==> src/rtl/bus_ctrl.sv <==
// bus_ctrl -- single-master to four-slave bus controller.
//
// A core request is checked in IDLE. Legal requests are latched and driven to
// the decoded slave during ACCESS until that slave acknowledges or the wait
// budget of TIMEOUT cycles runs out. Illegal requests skip ACCESS. Every
// transaction finishes with a one-cycle DONE that pulses o_BUS_GNT.
//
// Ports
//   i_CLK, i_RST         clock, synchronous active-high reset
//   i_BUS_REQ            core request, held stable until o_BUS_GNT
//   i_BUS_ADDR/WDATA     byte address / write data
//   i_BUS_WE/RE          write / read strobe (exactly one per legal request)
//   i_BUS_HB             access size: 00 byte, 01 half, 10 word, 11 illegal
//   o_BUS_GNT            one-cycle completion pulse
//   o_BUS_RDATA/ERR      read data / error flag, valid while o_BUS_GNT=1
//   o_S_SEL              one-hot slave select (ACCESS only)
//   o_S_ADDR/WDATA       latched address / write data
//   o_S_WE/RE            latched strobes, active only while a slave is selected
//   o_S_BE               byte enables for the latched access
//   i_S_RDATA            slave k read data on bits [32k+31:32k]
//   i_S_ACK              per-slave completion
module bus_ctrl #(
    parameter int TIMEOUT = 16
) (
    input  logic         i_CLK,
    input  logic         i_RST,
    input  logic         i_BUS_REQ,
    input  logic [31:0]  i_BUS_ADDR,
    input  logic [31:0]  i_BUS_WDATA,
    input  logic         i_BUS_WE,
    input  logic         i_BUS_RE,
    input  logic [1:0]   i_BUS_HB,
    output logic         o_BUS_GNT,
    output logic [31:0]  o_BUS_RDATA,
    output logic         o_BUS_ERR,
    output logic [3:0]   o_S_SEL,
    output logic [31:0]  o_S_ADDR,
    output logic [31:0]  o_S_WDATA,
    output logic         o_S_WE,
    output logic         o_S_RE,
    output logic [3:0]   o_S_BE,
    input  logic [127:0] i_S_RDATA,
    input  logic [3:0]   i_S_ACK
);

    localparam int CNT_W = (TIMEOUT > 1) ? $clog2(TIMEOUT) : 1;
    localparam logic [CNT_W-1:0] CNT_LAST = CNT_W'(TIMEOUT - 1);

    localparam logic [1:0] HB_BYTE = 2'b00;
    localparam logic [1:0] HB_HALF = 2'b01;
    localparam logic [1:0] HB_WORD = 2'b10;

    typedef enum logic [1:0] {
        IDLE   = 2'd0,
        ACCESS = 2'd1,
        DONE   = 2'd2
    } state_t;

    state_t           state, state_nxt;
    logic [31:0]      addr_q, addr_nxt;
    logic [31:0]      wdata_q, wdata_nxt;
    logic             we_q, we_nxt;
    logic             re_q, re_nxt;
    logic [1:0]       hb_q, hb_nxt;
    logic [CNT_W-1:0] cnt_q, cnt_nxt;
    logic [31:0]      rdata_q, rdata_nxt;
    logic             err_q, err_nxt;

    // Request legality, evaluated on the live bus inputs in IDLE.
    logic misaligned, unmapped, req_bad;
    assign misaligned = ((i_BUS_HB == HB_HALF) && i_BUS_ADDR[0]) ||
                        ((i_BUS_HB == HB_WORD) && (i_BUS_ADDR[1:0] != 2'b00));
    assign unmapped   = (i_BUS_ADDR[31:30] != 2'b00);
    assign req_bad    = (i_BUS_WE && i_BUS_RE) || (i_BUS_HB == 2'b11) ||
                        misaligned || unmapped;

    // In ACCESS the latched address is always mapped, so bits [29:28]
    // alone identify the slave.
    logic [1:0]  slave_idx;
    logic        sel_ack;
    logic [31:0] slave_rdata;
    assign slave_idx   = addr_q[29:28];
    assign sel_ack     = i_S_ACK[slave_idx];
    assign slave_rdata = i_S_RDATA[{slave_idx, 5'b00000} +: 32];

    // NOTE: sequential state uses non-blocking assignments so every register
    // samples the pre-edge values regardless of statement order.
    always_ff @(posedge i_CLK) begin
        if (i_RST) begin
            state   <= IDLE;
            addr_q  <= '0;
            wdata_q <= '0;
            we_q    <= 1'b0;
            re_q    <= 1'b0;
            hb_q    <= '0;
            cnt_q   <= '0;
            rdata_q <= '0;
            err_q   <= 1'b0;
        end else begin
            state   <= state_nxt;
            addr_q  <= addr_nxt;
            wdata_q <= wdata_nxt;
            we_q    <= we_nxt;
            re_q    <= re_nxt;
            hb_q    <= hb_nxt;
            cnt_q   <= cnt_nxt;
            rdata_q <= rdata_nxt;
            err_q   <= err_nxt;
        end
    end

    // NOTE: every signal driven here gets a default first, so no path through
    // the case statement can leave one unassigned and infer a latch.
    always_comb begin
        state_nxt = state;
        addr_nxt  = addr_q;
        wdata_nxt = wdata_q;
        we_nxt    = we_q;
        re_nxt    = re_q;
        hb_nxt    = hb_q;
        cnt_nxt   = cnt_q;
        rdata_nxt = rdata_q;
        err_nxt   = err_q;

        case (state)
            IDLE: begin
                cnt_nxt = '0;
                // A request with neither strobe set is not a request.
                if (i_BUS_REQ && (i_BUS_WE || i_BUS_RE)) begin
                    rdata_nxt = '0;
                    if (req_bad) begin
                        state_nxt = DONE;
                        err_nxt   = 1'b1;
                    end else begin
                        state_nxt = ACCESS;
                        err_nxt   = 1'b0;
                        addr_nxt  = i_BUS_ADDR;
                        wdata_nxt = i_BUS_WDATA;
                        we_nxt    = i_BUS_WE;
                        re_nxt    = i_BUS_RE;
                        hb_nxt    = i_BUS_HB;
                    end
                end
            end
            ACCESS: begin
                // An ACK on the last budget cycle still counts as success.
                if (sel_ack) begin
                    state_nxt = DONE;
                    err_nxt   = 1'b0;
                    rdata_nxt = re_q ? slave_rdata : 32'h0;
                end else if (cnt_q == CNT_LAST) begin
                    state_nxt = DONE;
                    err_nxt   = 1'b1;
                    rdata_nxt = '0;
                end else begin
                    cnt_nxt = cnt_q + CNT_W'(1);
                end
            end
            DONE:    state_nxt = IDLE;
            default: state_nxt = IDLE;
        endcase
    end

    // Outputs decoded from state and latched fields only.
    always_comb begin
        o_BUS_GNT   = (state == DONE);
        o_BUS_RDATA = (state == DONE) ? rdata_q : 32'h0;
        o_BUS_ERR   = (state == DONE) && err_q;
        o_S_ADDR    = addr_q;
        o_S_WDATA   = wdata_q;
        o_S_SEL     = 4'b0000;
        o_S_WE      = 1'b0;
        o_S_RE      = 1'b0;
        o_S_BE      = 4'b0000;
        if (state == ACCESS) begin
            o_S_SEL = 4'b0001 << slave_idx;
            o_S_WE  = we_q;
            o_S_RE  = re_q;
            case (hb_q)
                HB_BYTE: o_S_BE = 4'b0001 << addr_q[1:0];
                HB_HALF: o_S_BE = 4'b0011 << addr_q[1:0];
                default: o_S_BE = 4'b1111;
            endcase
        end
    end

endmodule

==> config.mk <==
export PLATFORM = sky130hd
export DESIGN_NAME = bus_ctrl
export DESIGN_NICKNAME = d
export VERILOG_FILES = /design/src/rtl/bus_ctrl.sv
export SDC_FILE = /design/constraint.sdc
export NUM_CORES = 1
export LEC_CHECK = 0
export ABC_AREA = 1
export CAP_MARGIN = 10
export CORE_MARGIN = 2
export CORE_UTILIZATION = 40
export CTS_CLUSTER_DIAMETER = 80
export DETAILED_ROUTE_END_ITERATION = 10
export PLACE_DENSITY = 0.84
export SYNTH_ARGS = -nofsm -noshare
export SYNTH_HDL_FRONTEND = slang
export SYNTH_SLANG_ARGS = --single-unit
==> constraint.sdc <==
create_clock -name i_CLK -period 1.9 [get_ports i_CLK]
set_input_delay 0.38 -clock i_CLK [delete_from_list [all_inputs] [get_ports i_CLK]]
set_output_delay 0.38 -clock i_CLK [all_outputs]
set_load 0.005 [all_outputs]
==> flow_summary.ini <==
[synthesis]
synthAdderAreaFrac_pct = 0.208
synth_top_family_by_area = simple AND/OR/NAND/NOR gates
yosys.area_share.simple_pct = 44.4
yosys.area_share.xor_xnor_pct = 0.291
synth_compound_area_share_pct = 9.64
synthCells = 989
ys_seq_elements = 107
synth.avg_cell_area_um2 = 6.08
synth.cell_area_um2 = 6010
seq_area_frac_synth_pct = 35.6
syn_nets = 1193
synth_cell_types = 28
synthMuxAreaShare_pct = 0
yosysWarnings = 0

[critical_path]
cp_slowest_cell = dfxtp_2
cp_data_required_time_ns = 1.52
crit_top_cell = inv_1
crit_path_end_kind = output pin
crit_type = reg2out
crit_fanout = 5
arrival_ns = 1.55
path_cells = inv_1, nand4_1, o21ai_0, o21ai_2, inv_1, clkdlybuf4s15_2
cp-start-kind = flop
max_stage_delay_ns = 0.36

[timing]
rsz0062_at_grt = true
fmaxAchievable_ghz = 0.518
fin_ws_ns = -0.0290
worstMarginPinSlew_ns = 0.387
skew_ns = 0.0111
setup_tns_ns = -0.0290
hold_violations = 0
min_period_over_period_pct = 102
slew_viol_final = 0
max_slew_margin_pct = 73.9
finalSetupViolations = 1
finalCriticalPeriod_ns = 1.93

[power]
pwr-share-clk_pct = 36.0
combPwrFrac_pct = 20.2
leakagePower_uw = 0.00411
p_int_uw = 4010
p_per_area_nw_per_um2 = 555
switching_power_uw = 1370
seqPwrFrac_pct = 43.8
vdd_drop_max_mv = 0.727
swShare_pct = 25.4

[grt]
grt_max_degree = 67
grt_util_all_layers_pct = 26.2
antenna_found_initial = 0
grt_pass1_wl_mm = 34.2
grt_pass1_vias = 7061
grt_remaining_overflow = 0

[min_path]
hp-class = in2reg

[placed_design]
place_congestion = 0.883
dp_hpwl_mm = 15.6
pre_cts_ws_ns = -0.130
numPortBuffers = 310

[clocking]
cts_hold_buf = 0
cts_buffer_depth = 2
numCtsBuffers = 9
htreeDepth = 3
clock_sinks = 107
insertion_delay_ns = 0.36
clk_pin_slew_ns = 0.08
clockRootBuffer = clkbuf_16
tritoncts = done

[drt]
avgRoutedWirePerCell_um = 14.6
wirelength_mm = 21.3
postRouteAntennaNets = 0
drcViolationCount = 0
first_iter_violations = 438
dr.pass1.iters = 4
vias = 7311
via_per_inst = 5.01

[floorplanning]
ios = 311
die_w_um = 127
rows = 44
die_y_um = 127
initial_core_util_pct = 41.2
core_um2 = 14600
die_area_um2 = 16000

[final_layout]
diodes = 0
nets = 1474
drive_gt1_share_pct = 7.53
area_growth_pct = 60.9

[flow_run]
drv_cap = 0

[status]
violations = setup timing
status = finished with violations
[state kept, by name (all words and copies together) (netlist names), 2 cells and up]
| register | cells |
|---|---|
| cnt_q | 4 |
| o_S_ADDR | 32 |
| hb_q | 2 |
| rdata_q | 32 |
| state | 2 |
| o_S_WDATA | 32 |
[kinds of logic after synthesis]
family | after synthesis
AOI/OAI and AO/OA | 114
xor gates and xnor gates | 2
adders and majority gates | 1
buffers and inverters | 124
DFF | 107
and+or+nand+nor | 641
[layout by cell type (no fill, tap or decap), types with 5 or more instances in the layout]
cell / n
dfxtp_1: 101
buf_4: 19
dlygate4sd2_1: 26
inv_2: 5
clkdlybuf4s50_1: 265
inv_1: 42
clkbuf_16: 9
nand3_2: 9
nor2_1: 81
nand2_1: 406
clkdlybuf4s15_1: 10
nand3_1: 124
dfxtp_2: 6
a21oi_1: 106
buf_12: 13
[synthesized netlist by cell type]
| library cell | number | area [µm²] |
|---|---|---|
| a21oi_1 | 106 | 531 |
| inv_1 | 45 | 169 |
| nor2_4 | 1 | 11.3 |
| or2_2 | 1 | 6.26 |
| nor2_1 | 84 | 315 |
| nand3_2 | 9 | 90.1 |
| nand2_1 | 408 | 1530 |
| nand4_1 | 4 | 25.0 |
| xor2_1 | 1 | 8.76 |
| nand3_1 | 124 | 621 |
| o21ai_0 | 5 | 25.0 |
| nor3_1 | 5 | 25.0 |
| buf_1 | 6 | 22.5 |
| xnor2_1 | 1 | 8.76 |
| buf_2 | 27 | 135 |
| nand2_2 | 2 | 12.5 |
| a31oi_1 | 1 | 6.26 |
| dfxtp_1 | 107 | 2140 |
| ha_1 | 1 | 12.5 |
| nor2_2 | 2 | 12.5 |
| inv_2 | 2 | 7.51 |
| clkbuf_1 | 24 | 90.1 |
| buf_6 | 6 | 67.6 |
| clkinv_1 | 1 | 3.75 |
| o211a_1 | 1 | 10.0 |
| o211ai_1 | 1 | 7.51 |
| nand3_4 | 1 | 17.5 |
| buf_4 | 13 | 97.6 |
[layer usage]
metal  wire length, µm  GRT usage [%]  vias to the layer above
li1                  -              -                     3690
met1              8120           29.1                     3318
met2             10600           47.3                      262
met3              1880           7.76                       41
met4               660           8.99                        0
met5                 0              0                        -
[critical path: cells and delay by family, from the launching register on]
| kind | cells | cell delay [ns] |
|---|---|---|
| buffers and inverters | 3 | 0.37 |
| AOI/OAI and AO/OA | 2 | 0.36 |
| and+or+nand+nor | 1 | 0.11 |
| DFF | 1 | 0.36 |
[path summary, 6_finish.rpt]
kind | to | start | slack (ns) | depth (start not counted)
setup / recovery | o_S_BE[2] | hb_q[1] | -0.03 | 6
hold / removal | o_S_ADDR[30] | i_RST | 0.38 | 2
setup reg to reg | rdata_q[14] | o_S_ADDR[28] | 0.23 | 10
hold reg to reg | o_S_ADDR[30] | o_S_ADDR[30] | 0.45 | 2
[per-stage QoR]
step	power (µW)	instance area (µm²)	cells	util, %	hold WS [ns]
floorplan	2840	6010	989	-	0.434
detailed placement	3490	9360	1441	64.1	0.439
finish	5370	9680	1459	66.3	0.384
CTS	5410	9640	1459	66.1	0.384
global route	5630	9680	1459	66.3	0.394
global placement	3480	9360	1441	64.1	0.427
[timing repair]
action,CTS,global route
buffers inserted,2,0
resized for setup,61,32
endpoints found under the hold margin,0,0
pin swaps,1,0
endpoints found under the setup margin,44,44
[power groups by stage]
stage | clock network [µW] | logic (µW) | registers, µW
detailed placement | 0 | 1090 | 2400
floorplan | 0 | 447 | 2400
global route | 2070 | 1200 | 2360
finish | 1930 | 1090 | 2350
CTS | 1970 | 1090 | 2350
global placement | 0 | 1080 | 2400
[final cells by class]
class	instances	area, µm²
fill	1285	4910
timing repair buffer	346	3490
multi-input combinational	758	3320
sequential	107	2150
clock buffer	11	243
tap	184	230
inverter	48	180
clock inverter	5	62.6
(Power assumes the default switching activity.)
